$ cat src/rtl/stream_fifo_pkg.sv
// rtl/stream_fifo_pkg.sv - shared defaults and width helpers for stream_fifo
package stream_fifo_pkg;

  localparam int DEF_DATA_WIDTH = 8;
  localparam int DEF_DEPTH      = 16;
  localparam int DEF_AF_LEVEL   = 12;
  localparam int DEF_AE_LEVEL   = 2;

  // Bits needed to hold the values 0..n-1, never less than 1.
  function automatic int clog2(input int n);
    int w;
    w = 1;
    while ((1 << w) < n) w = w + 1;
    return w;
  endfunction

  function automatic int addr_w(input int depth);
    return clog2(depth);
  endfunction

  // Level must reach DEPTH+1 when the output slice is present.
  function automatic int lvl_w(input int depth);
    return clog2(depth + 2);
  endfunction

endpackage

$ cat src/rtl/stream_fifo_out_slice.sv
// rtl/stream_fifo_out_slice.sv - one-entry valid/ready register stage on the FIFO head
module stream_fifo_out_slice
  import stream_fifo_pkg::*;
#(
  parameter int DATA_WIDTH = DEF_DATA_WIDTH
) (
  input  logic                  clk,
  input  logic                  reset_n,
  input  logic                  i_flush,
  input  logic                  i_in_valid,
  input  logic [DATA_WIDTH-1:0] i_in_data,
  output logic                  o_in_ready,
  output logic                  o_out_valid,
  output logic [DATA_WIDTH-1:0] o_out_data,
  input  logic                  i_out_ready
);

  logic                  r_valid;
  logic [DATA_WIDTH-1:0] r_data;

  assign o_in_ready  = ~r_valid | i_out_ready;
  assign o_out_valid = r_valid;
  assign o_out_data  = r_data;

  always_ff @(posedge clk or negedge reset_n) begin
    if (!reset_n) begin
      r_valid <= 1'b0;
      r_data  <= '0;
    end else if (i_flush) begin
      r_valid <= 1'b0;
    end else if (o_in_ready) begin
      r_valid <= i_in_valid;
      if (i_in_valid) r_data <= i_in_data;
    end
  end

endmodule

$ cat src/rtl/stream_fifo.sv
// rtl/stream_fifo.sv - single-clock valid/ready FIFO with level, flags and flush
// STREAM_FIFO_OUT_REG_EN adds a registered head slice (capacity DEPTH+1, latency 2).
module stream_fifo
  import stream_fifo_pkg::*;
#(
  parameter int  DATA_WIDTH = DEF_DATA_WIDTH,
  parameter int  DEPTH      = DEF_DEPTH,
  parameter int  AF_LEVEL   = DEF_AF_LEVEL,
  parameter int  AE_LEVEL   = DEF_AE_LEVEL,
  localparam int ADDR_W     = addr_w(DEPTH),
  localparam int LVL_W      = lvl_w(DEPTH)
) (
  input  logic                  clk,
  input  logic                  reset_n,
  input  logic                  flush,
  input  logic                  m_valid,
  input  logic [DATA_WIDTH-1:0] m_data,
  output logic                  m_ready,
  output logic                  s_valid,
  output logic [DATA_WIDTH-1:0] s_data,
  input  logic                  s_ready,
  output logic [LVL_W-1:0]      level,
  output logic                  almost_full,
  output logic                  almost_empty
);

`ifdef STREAM_FIFO_OUT_REG_EN
  localparam int CAP = DEPTH + 1;
`else
  localparam int CAP = DEPTH;
`endif

  localparam logic [LVL_W-1:0]  L_CAP  = LVL_W'(CAP);
  localparam logic [LVL_W-1:0]  L_AF   = LVL_W'(AF_LEVEL);
  localparam logic [LVL_W-1:0]  L_AE   = LVL_W'(AE_LEVEL);
  localparam logic [ADDR_W-1:0] A_LAST = ADDR_W'(DEPTH - 1);

  logic [DATA_WIDTH-1:0] r_mem [DEPTH];
  logic [ADDR_W-1:0]     r_wr_ptr, r_rd_ptr;
  logic [LVL_W-1:0]      r_level, w_level_nxt, w_ram_level;
  logic                  r_almost_full, r_almost_empty;
  logic                  w_push, w_pop, w_ram_pop, w_ram_valid;

  function automatic logic [ADDR_W-1:0] ptr_inc(input logic [ADDR_W-1:0] p);
    return (p == A_LAST) ? '0 : p + 1'b1;
  endfunction

  assign m_ready      = (r_level != L_CAP);
  assign w_push       = m_valid & m_ready;
  assign w_pop        = s_valid & s_ready;
  assign level        = r_level;
  assign almost_full  = r_almost_full;
  assign almost_empty = r_almost_empty;

`ifdef STREAM_FIFO_OUT_REG_EN
  logic w_slice_ready, w_slice_valid;

  // r_level counts RAM plus slice, so the RAM share is the total minus the slice bit.
  assign w_ram_level = r_level - LVL_W'(w_slice_valid);
  assign w_ram_valid = (w_ram_level != '0);
  assign w_ram_pop   = w_ram_valid & w_slice_ready;
  assign s_valid     = w_slice_valid;

  stream_fifo_out_slice #(
    .DATA_WIDTH (DATA_WIDTH)
  ) u_out_slice (
    .clk         (clk),
    .reset_n     (reset_n),
    .i_flush     (flush),
    .i_in_valid  (w_ram_valid),
    .i_in_data   (r_mem[r_rd_ptr]),
    .o_in_ready  (w_slice_ready),
    .o_out_valid (w_slice_valid),
    .o_out_data  (s_data),
    .i_out_ready (s_ready)
  );
`else
  assign w_ram_level = r_level;
  assign w_ram_valid = (w_ram_level != '0);
  assign w_ram_pop   = w_pop;
  assign s_valid     = w_ram_valid;
  assign s_data      = r_mem[r_rd_ptr];
`endif

  always_comb begin
    w_level_nxt = r_level;
    if (flush)                 w_level_nxt = '0;
    else if (w_push && !w_pop) w_level_nxt = r_level + 1'b1;
    else if (!w_push && w_pop) w_level_nxt = r_level - 1'b1;
  end

  always_ff @(posedge clk or negedge reset_n) begin
    if (!reset_n) begin
      r_wr_ptr       <= '0;
      r_rd_ptr       <= '0;
      r_level        <= '0;
      r_almost_full  <= 1'b0;
      r_almost_empty <= 1'b1;
    end else begin
      r_level        <= w_level_nxt;
      r_almost_full  <= (w_level_nxt >= L_AF);
      r_almost_empty <= (w_level_nxt <= L_AE);
      if (flush) begin
        r_wr_ptr <= '0;
        r_rd_ptr <= '0;
      end else begin
        if (w_push)    r_wr_ptr <= ptr_inc(r_wr_ptr);
        if (w_ram_pop) r_rd_ptr <= ptr_inc(r_rd_ptr);
      end
    end
  end

  always_ff @(posedge clk) begin
    if (w_push && !flush) r_mem[r_wr_ptr] <= m_data;
  end

endmodule

$ cat config.mk
export PLATFORM = sky130hd
export DESIGN_NAME = stream_fifo
export DESIGN_NICKNAME = d
export VERILOG_FILES = /design/src/rtl/stream_fifo_pkg.sv /design/src/rtl/stream_fifo_out_slice.sv /design/src/rtl/stream_fifo.sv
export SDC_FILE = /design/constraint.sdc
export NUM_CORES = 1
export LEC_CHECK = 0
export ABC_CLOCK_PERIOD_IN_PS = 4500
export BUFFER_PORTS_ARGS = -buffer_cell sky130_fd_sc_hd__buf_2
export CORE_MARGIN = 4
export CORE_UTILIZATION = 30
export DETAILED_ROUTE_END_ITERATION = 6
export SYNTH_ARGS = -nofsm -noshare
export SYNTH_HDL_FRONTEND = slang
export SYNTH_SLANG_ARGS = --single-unit
$ cat constraint.sdc
create_clock -name clk -period 4.5 [get_ports clk]
set_input_delay 0.675 -clock clk [delete_from_list [all_inputs] [get_ports clk]]
set_output_delay 0.675 -clock clk [all_outputs]
set_load 0.03 [all_outputs]
==> results of run 1 <==
==> area by class of cell <==
| type | count | area (um^2) | area share [%] |
|---|---|---|---|
| Clock inverter | 14 | 214.0 | 3.020 |
| Inverter | 5 | 18.77 | 0.2649 |
| Tap cell | 265 | 331.6 | 4.679 |
| Clock buffer | 18 | 429.2 | 6.057 |
| Multi-Input combinational cell | 170 | 1680 | 23.72 |
| Timing Repair Buffer | 35 | 190.2 | 2.684 |
| Sequential cell | 143 | 4222 | 59.58 |
==> per-stage QoR <==
step / instances / util [%] / power [mW]
2_1_floorplan: 339 / - / 2.247
3_3_place_gp: 618 / 32.78 / 2.419
3_5_place_dp: 618 / 32.78 / 2.438
4_1_cts: 650 / 36.05 / 3.968
5_1_grt: 650 / 36.05 / 4.087
6_report: 650 / 36.05 / 3.929
==> cells in the final DEF, fill, tap and decap left out, types with 3 or more instances in the layout <==
master	instances
a211oi_1	8
a21oi_1	15
buf_2	29
buf_4	6
bufinv_16	5
clkbuf_16	17
dfrtp_1	13
edfxtp_1	128
ha_1	7
inv_1	4
mux2_4	3
mux2i_1	10
mux4_2	32
nand2_1	18
nand2b_1	3
nand3_1	3
nor2_1	22
nor2b_1	9
nor3_1	3
nor3_2	3
o21ai_0	5
==> path summary, 6_finish.rpt <==
| kind | cells after the start | to | slack (ns) |
|---|---|---|---|
| worst min-delay path | 1 | level[4] | 0.16 |
| worst max-delay path | 6 | s_data[0] | 1.13 |
| max in group asynchronous | 1 | almost_empty | 4.03 |
| worst max register to register | 7 | r_mem[13][5] | 1.62 |
| worst min register to register | 2 | r_wr_ptr[1] | 0.61 |
| min in group clk | 2 | r_wr_ptr[1] | 0.61 |
==> where the power goes <==
group | switching [mW] | internal, mW | total (mW) | leakage, nW
combinational | 0.429 | 0.388 | 0.817 | 0.667
sequential | 0.102 | 1.48 | 1.58 | 1.35
clock | 0.545 | 0.984 | 1.53 | 0.308
==> registers in the layout (all words and copies together), names as in the netlist <==
register	count
r_mem	128
level	5
r_rd_ptr	4
r_wr_ptr	4
almost_empty	1
almost_full	1
==> worst max-delay path, stage by stage (launching register included) <==
cell	delay [ns]
dfrtp_2	0.79
buf_4	0.33
mux4_2	0.50
nor2b_1	0.14
a211oi_1	0.21
a21oi_1	0.07
buf_2	0.22
==> logic make-up after synthesis <==
logic type,count (synthesis),synth area share [%]
AO/OA/AOI/OAI,41,4.862
XOR/XNOR,2,0.2897
adder cells (fa/ha/maj),7,1.448
buffers and inverters,26,2.586
flip-flops,143,69.79
multiplexers,46,14.50
AND/OR/NAND/NOR,74,6.518
==> routing by layer <==
layer	part of all wire [%]	track usage (%)	wire length [um]	up-vias
li1	-	-	-	1409
met1	44	15.96	5486	1610
met2	50	19.22	6286	71
met3	5.5	2.847	694	14
met4	1.1	3.568	141	0
met5	0	0	0	-
==> metrics.cfg, run 1 <==
[sta]
setup_tns_ns=0
worst_slack_ns=1.128
drv_slew=0
tightest_slew_ns=1.078
fmax_ghz=0.2966
rsz0062_at_grt=no
final.min_clock_period_ns=3.372
relSlewSlack_pct=27.88
fin_crit_sh_pct=74.92
hold_viol_final=0
setup_viol=0
finClkSkew_ns=0.007980
hold_slack_ns=0.1648

[placed_design]
placed_area_um2=6442
finalWeightedCongestion=0.7211
io_buffer_count=29
pre_cts_ws_ns=1.513
place_hpwl_mm=8.035

[pwr]
p_per_area_nw_per_um2=554.5
peakVddDrop_v=0.0003030
p_leak_nw=2.329

[floorplan]
io_pins=30
coreArea_um2=19650
die-area_um2=22490
start_util_pct=30.77
die_w_um=150.0
fp-row-count=51
fp.dieH_um=150.0

[layout]
fillers=1895
postLayoutCellArea_um2=7086
diodes=0
area_growth_pct=17.17
fin_nets=392
drive_above_1_share_pct=31.17

[run]
drv_cap=0

[clock_tree]
insertion_delay_ns=0.41
cts_tree=built
cts_resized=0
cts_made_buffers=17
ctsHoldBuffers=0
ctsLongestPathBuffers=2
h-tree-depth=4
cts_setup_buffers=0
clockRootBuffer=clkbuf_16
cts.clk_slew.worst_paths_ns=0.06
clock-sinks=143

[synth]
synth_area_leaders=edfxtp_1, mux4_2, dfrtp_1
synth_edf_count=128
synth_commonest_cells=edfxtp_1, mux4_2, nor2_1, nand2_1, a21oi_1
ys_seq_elements=143
avgSynthCellArea_um2=17.84
ys_seq_area_share_pct=69.79
netlist.top_cell.by_area=edfxtp_1
yosys_warnings=0
synth_most_common_cell=edfxtp_1
yosys.area.top_type_share_pct=63.56
syn_area_um2=6047
yosys.cell_types.count=53
ys.flop_type=edfxtp_1
syn_inst=339
async_flop_share_pct=10.49
synth_nets=359

[drt]
drt-initial-drc-count=214
routed_wl_mm=12.61
num_vias=3104
wl_per_cell_um=19.40
ant_nets=0
vias_per_cell=4.775
firstDrtPassIters=4
drc=0

[critical_path]
cp_max_fo=22
r2r_start=level[0]
worstSetupPathType=flop to output port
required_ns=3.83
cp-start-kind=flop
end_kind=output port
startpoint=r_rd_ptr[0]
cp.arrival_ns=2.70

[global_routing]
grt_util_all_layers_pct=11.89
grt.overflow.total=0
grt_max_degree=27
grt_pass1_vias=3242
grt_pass1_wl_mm=19.37
antenna_found_initial=0

[min_path]
min_path_type=primary input to asynchronous set/reset pin

[outcome]
status=finished, final reports clean

(Power assumes the default switching activity.)
==> run 2: changes to the inputs <==
Settings changed: ABC_AREA from default to 1, ABC_CLOCK_PERIOD_IN_PS 4500 to 3300.
Clock period 4.5 ns to 3.3 ns, I/O delays scaled along.
==> run 2 against run 1 <==
  * Critical path depth did not move
  * Non-clock buffer count rose by 5
  * Largest cell class unchanged
  * Worst setup slack worse by 0.65 ns
  * Total power up 27%
  * Area after synthesis decreased by 1.7%
  * Clock-buffer cell count did not move
  * Sequential power grew 31%
  * Critical path type unchanged
  * Sequential share of layout area up 0.90 points
  * Core utilization shrank 0.19 points
  * Global-route usage is 1.0 points higher
  * Die area shrank 1.6%
  * Clock skew decreased by 0.0011 ns
==> metrics.cfg, run 2 <==
[layout]
fillers=1868  ; -1.4%
fin_nets=540  ; +38%
seqCellArea_um2=4222  ; unchanged
postLayoutCellArea_um2=6980  ; -1.5%
layout_commonest_cell=edfxtp_1
diodes=0  ; unchanged
multiInputGateArea_um2=1543  ; -8.2%
largest_register_ffs=128  ; unchanged
area_growth_pct=17.40
mostFrequentLayoutCells=edfxtp_1, nor2_1, o21ai_0
final_cells=798  ; +23%
top_register=r_mem
drive_above_1_share_pct=16.32  ; -15 points

[synth]
yosys.cell_types.count=31  ; -42%
yosys.area_share.xor_xnor_pct=0.2946  ; +0.0049 points
synth_area_leaders=edfxtp_1, dfrtp_1, o21ai_0
synthSimpleGateAreaFrac_pct=12.96  ; +6.4 points
async_flop_share_pct=10.49  ; unchanged
syn_inst=484  ; +43%
netlist.top_cell.by_area=edfxtp_1
syn_area_um2=5946  ; -1.7%
synthMuxAreaShare_pct=0  ; -15 points
synth_compound_area_share_pct=11.22  ; +6.4 points
ys_seq_elements=143  ; unchanged
avgSynthCellArea_um2=12.28  ; -31%
yosys_warnings=0  ; unchanged
synth_nets=504  ; +40%
ys_seq_area_share_pct=70.98  ; +1.2 points
synth_edf_count=128  ; unchanged
synth_fa_ha_area_share_pct=1.473  ; +0.025 points
synth_top_family_by_area=simple AND/OR/NAND/NOR gates
ys.flop_type=edfxtp_1
synth_commonest_cells=edfxtp_1, nor2_1, o21ai_0, nand2_1, nand3_1
yosys.area.top_type_share_pct=64.65  ; +1.1 points
synth_most_common_cell=edfxtp_1

[drt]
firstDrtPassIters=5  ; +1
vias_per_cell=4.991  ; +4.5%
ant_nets=0  ; unchanged
wl_per_cell_um=17.15  ; -12%
drt-initial-drc-count=406  ; +90%
routed_wl_mm=13.69  ; +8.6%
drc=0  ; unchanged
num_vias=3983  ; +28%

[pwr]
p_per_area_nw_per_um2=714.1  ; +29%
switching_share_pct=30.96  ; +3.6 points
p_sw_mw=1.543  ; +44%
p_leak_nw=2.424  ; +4.1%
seq_power_share_pct=41.6  ; +1.3 points
comb_power_share_pct=21.6  ; +0.8 points
intPower_mw=3.442  ; +21%
peakVddDrop_v=0.0004138  ; +37%
clkPwrFrac_pct=36.9  ; -2.0 points

[global_routing]
grt.overflow.total=0  ; unchanged
grt_pass1_vias=3850  ; +19%
grt_max_degree=67  ; +150%
antenna_found_initial=0  ; unchanged
grt_pass1_wl_mm=21.61  ; +12%
grt_util_all_layers_pct=12.88  ; +1.0 points

[sta]
setup_viol=0  ; unchanged
setup_tns_ns=0  ; unchanged
rsz0062_at_grt=no
fmax_ghz=0.3540
hold_slack_ns=0.4662  ; +0.3014 ns
fin_crit_sh_pct=85.61
hold_viol_final=0  ; unchanged
final.min_clock_period_ns=2.825
drv_slew=0  ; unchanged
relSlewSlack_pct=49.89  ; +22 points
tightest_slew_ns=0.7489  ; -0.3289 ns
finClkSkew_ns=0.006879  ; -0.001102 ns

[critical_path]
crit_chain=inv_1 > o21ai_0 > o22ai_1 > o211ai_1 > nand3_1 > buf_2
end_kind=output port
cp-start-kind=flop
critPathMaxStageDelay_ns=0.51  ; -0.28 ns
required_ns=2.80  ; -1.03 ns
worstSetupPathType=flop to output port
crit_slowest_cell=inv_1
cp_max_fo=24  ; +9.1%
cp.arrival_ns=2.33  ; -0.37 ns

[clock_tree]
cts_resized=0  ; unchanged
cts.clk_slew.worst_paths_ns=0.06  ; about the same
cts_made_buffers=17  ; unchanged
clock-sinks=143  ; unchanged
cts_tree=built
clockRootBuffer=clkbuf_16
h-tree-depth=4  ; unchanged
ctsLongestPathBuffers=2  ; unchanged
insertion_delay_ns=0.42  ; about the same

[floorplan]
io_pins=30  ; unchanged
fp-row-count=51  ; unchanged
fp.dieH_um=148.8  ; -0.80%
start_util_pct=30.55  ; -0.22 points
die_w_um=148.8  ; -0.80%
die-area_um2=22140  ; -1.6%
coreArea_um2=19460  ; -0.97%

[placed_design]
dp_cells=765  ; +24%
io_buffer_count=29  ; unchanged
place_hpwl_mm=8.955  ; +11%
placed_area_um2=6400  ; -0.66%
finalWeightedCongestion=0.8365  ; +16%

[run]
drv_cap=0  ; unchanged

[outcome]
status=finished, final reports clean

[min_path]
min_path_type=primary input to flop

-- run 2: stage by stage --
stage / setup slack, ns / power (mW) / util [%]
2_1_floorplan: 0.8677 / 2.870 / -
3_3_place_gp: 0.9067 / 3.170 / 32.88
3_5_place_dp: 0.7978 / 3.179 / 32.88
4_1_cts: 0.4930 / 5.012 / 35.87
5_1_grt: 0.2631 / 5.210 / 35.87
6_report: 0.4749 / 4.985 / 35.87
-- run 2: worst max-delay path: cells and delay by family, from the launching register on --
kind | cells | cell delay [ns]
AO/OA/AOI/OAI | 3 | 0.68
flip-flops | 1 | 0.37
buffers and inverters | 2 | 0.72
AND/OR/NAND/NOR | 1 | 0.14
-- run 2: routing by layer --
layer | vias up | part of all wire (%) | GRT usage, %
met5 | - | 0 | 0
met4 | 0 | 1.2 | 4.622
met3 | 14 | 6.7 | 3.525
met2 | 185 | 45 | 19.10
met1 | 1940 | 47 | 18.25
li1 | 1844 | - | -
-- run 2: layout make-up --
| type | count | area share [%] |
|---|---|---|
| sequential | 143 | 60.48 |
| multi-input combinational | 297 | 22.10 |
| clock buffer | 18 | 6.148 |
| tap | 265 | 4.750 |
| inverter | 21 | 1.201 |
| timing repair buffer | 40 | 3.298 |
| clock inverter | 14 | 2.025 |
-- run 2: logic make-up (layout without fill, tap and decap cells) --
kind of cell	Yosys count	in the layout
adders and majority gates	7	7
and+or+nand+nor	172	172
AOI/OAI and AO/OA	116	116
xor gates and xnor gates	2	2
buffers and inverters	44	93
DFF	143	143
-- run 2: final timing paths --
check	start	end	slack (ns)	depth (start not counted)
max in group asynchronous	reset_n	almost_empty	2.49	2
worst min register to register	r_rd_ptr[3]	r_rd_ptr[3]	0.63	2
worst max register to register	level[1]	r_mem[5][0]	0.80	7
min in group asynchronous	reset_n	level[2]	0.51	2
worst min-delay path	flush	r_rd_ptr[2]	0.47	3
worst max-delay path	r_rd_ptr[1]	s_data[0]	0.47	6
-- run 2: timing repair --
item,4_1_cts,5_1_grt
buffers inserted,0,0
hold endpoints to repair,14,0
hold buffers,1,0
-- run 2: power groups by stage --
stage / clock network [mW] / registers, mW / logic (mW)
3_3_place_gp: 0 / 2.11 / 1.06
4_1_cts: 1.87 / 2.07 / 1.08
3_5_place_dp: 0 / 2.11 / 1.07
2_1_floorplan: 0 / 2.15 / 0.716
5_1_grt: 1.95 / 2.08 / 1.18
6_report: 1.84 / 2.07 / 1.08
==> run 3: changes to the inputs <==
Settings changed: ABC_CLOCK_PERIOD_IN_PS 3300 to 3100.
Clock period 3.3 ns to 3.1 ns, I/O delays scaled along.
==> run 3 against run 2 <==
  * Die area is the same
  * Sequential cell count is the same
  * Critical endpoint is now s_data[2]
  * Combinational power grew 9%
  * Non-clock buffer count grew 10
  * First-iteration DRC count shrank 3.7%
  * Critical path depth is the same
  * Final area grew 1.2%
  * Via count shrank 0.53%
  * Sequential share of layout area shrank 0.72 points
==> metrics.cfg, run 3 (synthesized netlist as in run 2, its figures left out) <==
[critical_path]
cp-start-kind=flop
required_ns=2.63  ; -0.17 ns
worstSetupPathType=flop to output port
end_kind=output port
r2r_start=level[0]
cp_max_fo=66  ; +180%
r2r_cells=7  ; unchanged
cp.arrival_ns=2.36  ; +0.03 ns
startpoint=r_rd_ptr[0]

[floorplan]
fp.dieH_um=148.8  ; unchanged
coreArea_um2=19460  ; unchanged
die_w_um=148.8  ; unchanged
die-area_um2=22140  ; unchanged
io_pins=30  ; unchanged
fp-row-count=51  ; unchanged
start_util_pct=30.55  ; unchanged

[global_routing]
grt.overflow.total=0  ; unchanged
grt_max_degree=67  ; unchanged
grt_pass1_vias=3849  ; -0.026%
antenna_found_initial=0  ; unchanged
grt_pass1_wl_mm=22.17  ; +2.6%
grt_util_all_layers_pct=13.18  ; +0.30 points

[sta]
final.min_clock_period_ns=2.820
setup_viol=0  ; unchanged
drv_slew=0  ; unchanged
finClkSkew_ns=0.006599  ; -0.0002793 ns
fmax_ghz=0.3546
fin_crit_sh_pct=90.98
setup_tns_ns=0  ; unchanged
hold_viol_final=0  ; unchanged
relSlewSlack_pct=35.54  ; -14 points
rsz0062_at_grt=no
tightest_slew_ns=0.9633  ; +0.2144 ns

[clock_tree]
cts.clk_slew.worst_paths_ns=0.06  ; about the same
cts_tree=built
clock-sinks=143  ; unchanged
cts_resized=0  ; unchanged
cts_made_buffers=17  ; unchanged
h-tree-depth=4  ; unchanged
ctsLongestPathBuffers=2  ; unchanged
clockRootBuffer=clkbuf_16
ctsHoldBuffers=1  ; unchanged
cts_setup_buffers=0  ; unchanged
insertion_delay_ns=0.41  ; about the same

[placed_design]
io_buffer_count=29  ; unchanged
placed_area_um2=6487  ; +1.4%
finalWeightedCongestion=0.7878  ; -5.8%
place_hpwl_mm=8.905  ; -0.56%
dp_cells=775  ; +1.3%

[run]
drv_cap=0  ; unchanged

[pwr]
p_per_area_nw_per_um2=755.5  ; +5.8%
peakVddDrop_v=0.0004606  ; +11%
p_leak_nw=2.483  ; +2.4%

[layout]
fin_nets=550  ; +1.9%
final_cells=808  ; +1.3%
drive_above_1_share_pct=17.86  ; +1.5 points
mostFrequentLayoutCells=edfxtp_1, nor2_1, o21ai_0
top_register=r_mem
area_growth_pct=18.81
postLayoutCellArea_um2=7064  ; +1.2%
diodes=0  ; unchanged
final_util_pct=36.30  ; +0.43 points
layout_commonest_cell=edfxtp_1
largest_register_ffs=128  ; unchanged

[min_path]
min_from=flush
hold_depth=3  ; unchanged
min_path_type=primary input to flop

[drt]
ant_nets=0  ; unchanged
drt-initial-drc-count=391  ; -3.7%
num_vias=3962  ; -0.53%
vias_per_cell=4.903  ; -1.8%
wl_per_cell_um=17.73  ; +3.4%
drc=0  ; unchanged
firstDrtPassIters=5  ; unchanged
routed_wl_mm=14.33  ; +4.7%

[outcome]
status=finished, final reports clean

run 3: changes by cell type in the layout (fill, tap and decap cells not counted), sizes merged:
cell and change:
clkinv +1, buf +10, clkbuf -1
run 3: layout make-up:
type                            count  area, um^2
Clock inverter                     15       141.4
Fill cell                        1842       12400
Timing Repair Buffer               50       317.8
Multi-Input combinational cell    297        1543
Clock buffer                       17       425.4
Inverter                           21       83.83
Tap cell                          265       331.6
Sequential cell                   143        4222
run 3: report_power, final:
part,internal (mW),switching (mW)
registers,2.16,0.0445
clock network,1.18,0.779
logic,0.335,0.841
total,3.67,1.66
run 3: metrics by stage:
| step | setup WS, ns | hold slack (ns) | total power, mW |
|---|---|---|---|
| 6_report | 0.2797 | 0.4154 | 5.337 |
| 5_1_grt | 0.1877 | 0.4289 | 5.573 |
| 4_1_cts | 0.2754 | 0.3961 | 5.370 |
| 3_5_place_dp | 0.4700 | 0.3984 | 3.421 |
| 3_3_place_gp | 0.5093 | 0.3983 | 3.402 |
| 2_1_floorplan | 0.6677 | 0.1694 | 3.055 |
run 3: worst paths after layout:
| check | slack [ns] | to |
|---|---|---|
| max | 0.28 | s_data[2] |
| min | 0.42 | r_rd_ptr[2] |
| max reg2reg | 0.41 | r_mem[0][3] |
| min reg2reg | 0.66 | r_rd_ptr[3] |
| max in group asynchronous | 2.31 | almost_empty |
| min in group asynchronous | 0.48 | r_rd_ptr[3] |
run 3: critical path, cell delays in order (launching register included):
cell,delay [ns]
dfrtp_2,0.36
buf_4,0.54
o21ai_0,0.21
o221ai_1,0.31
nand3_1,0.19
nand3_1,0.11
buf_2,0.20
run 3: metal layers:
layer  vias up  GRT usage, %  part of all wire [%]
met5         -             0                     0
met3        12         3.312                   5.9
met1      1953         18.39                    46
met2       128         20.75                    47
met4         0         3.432                  0.94
li1       1869             -                     -
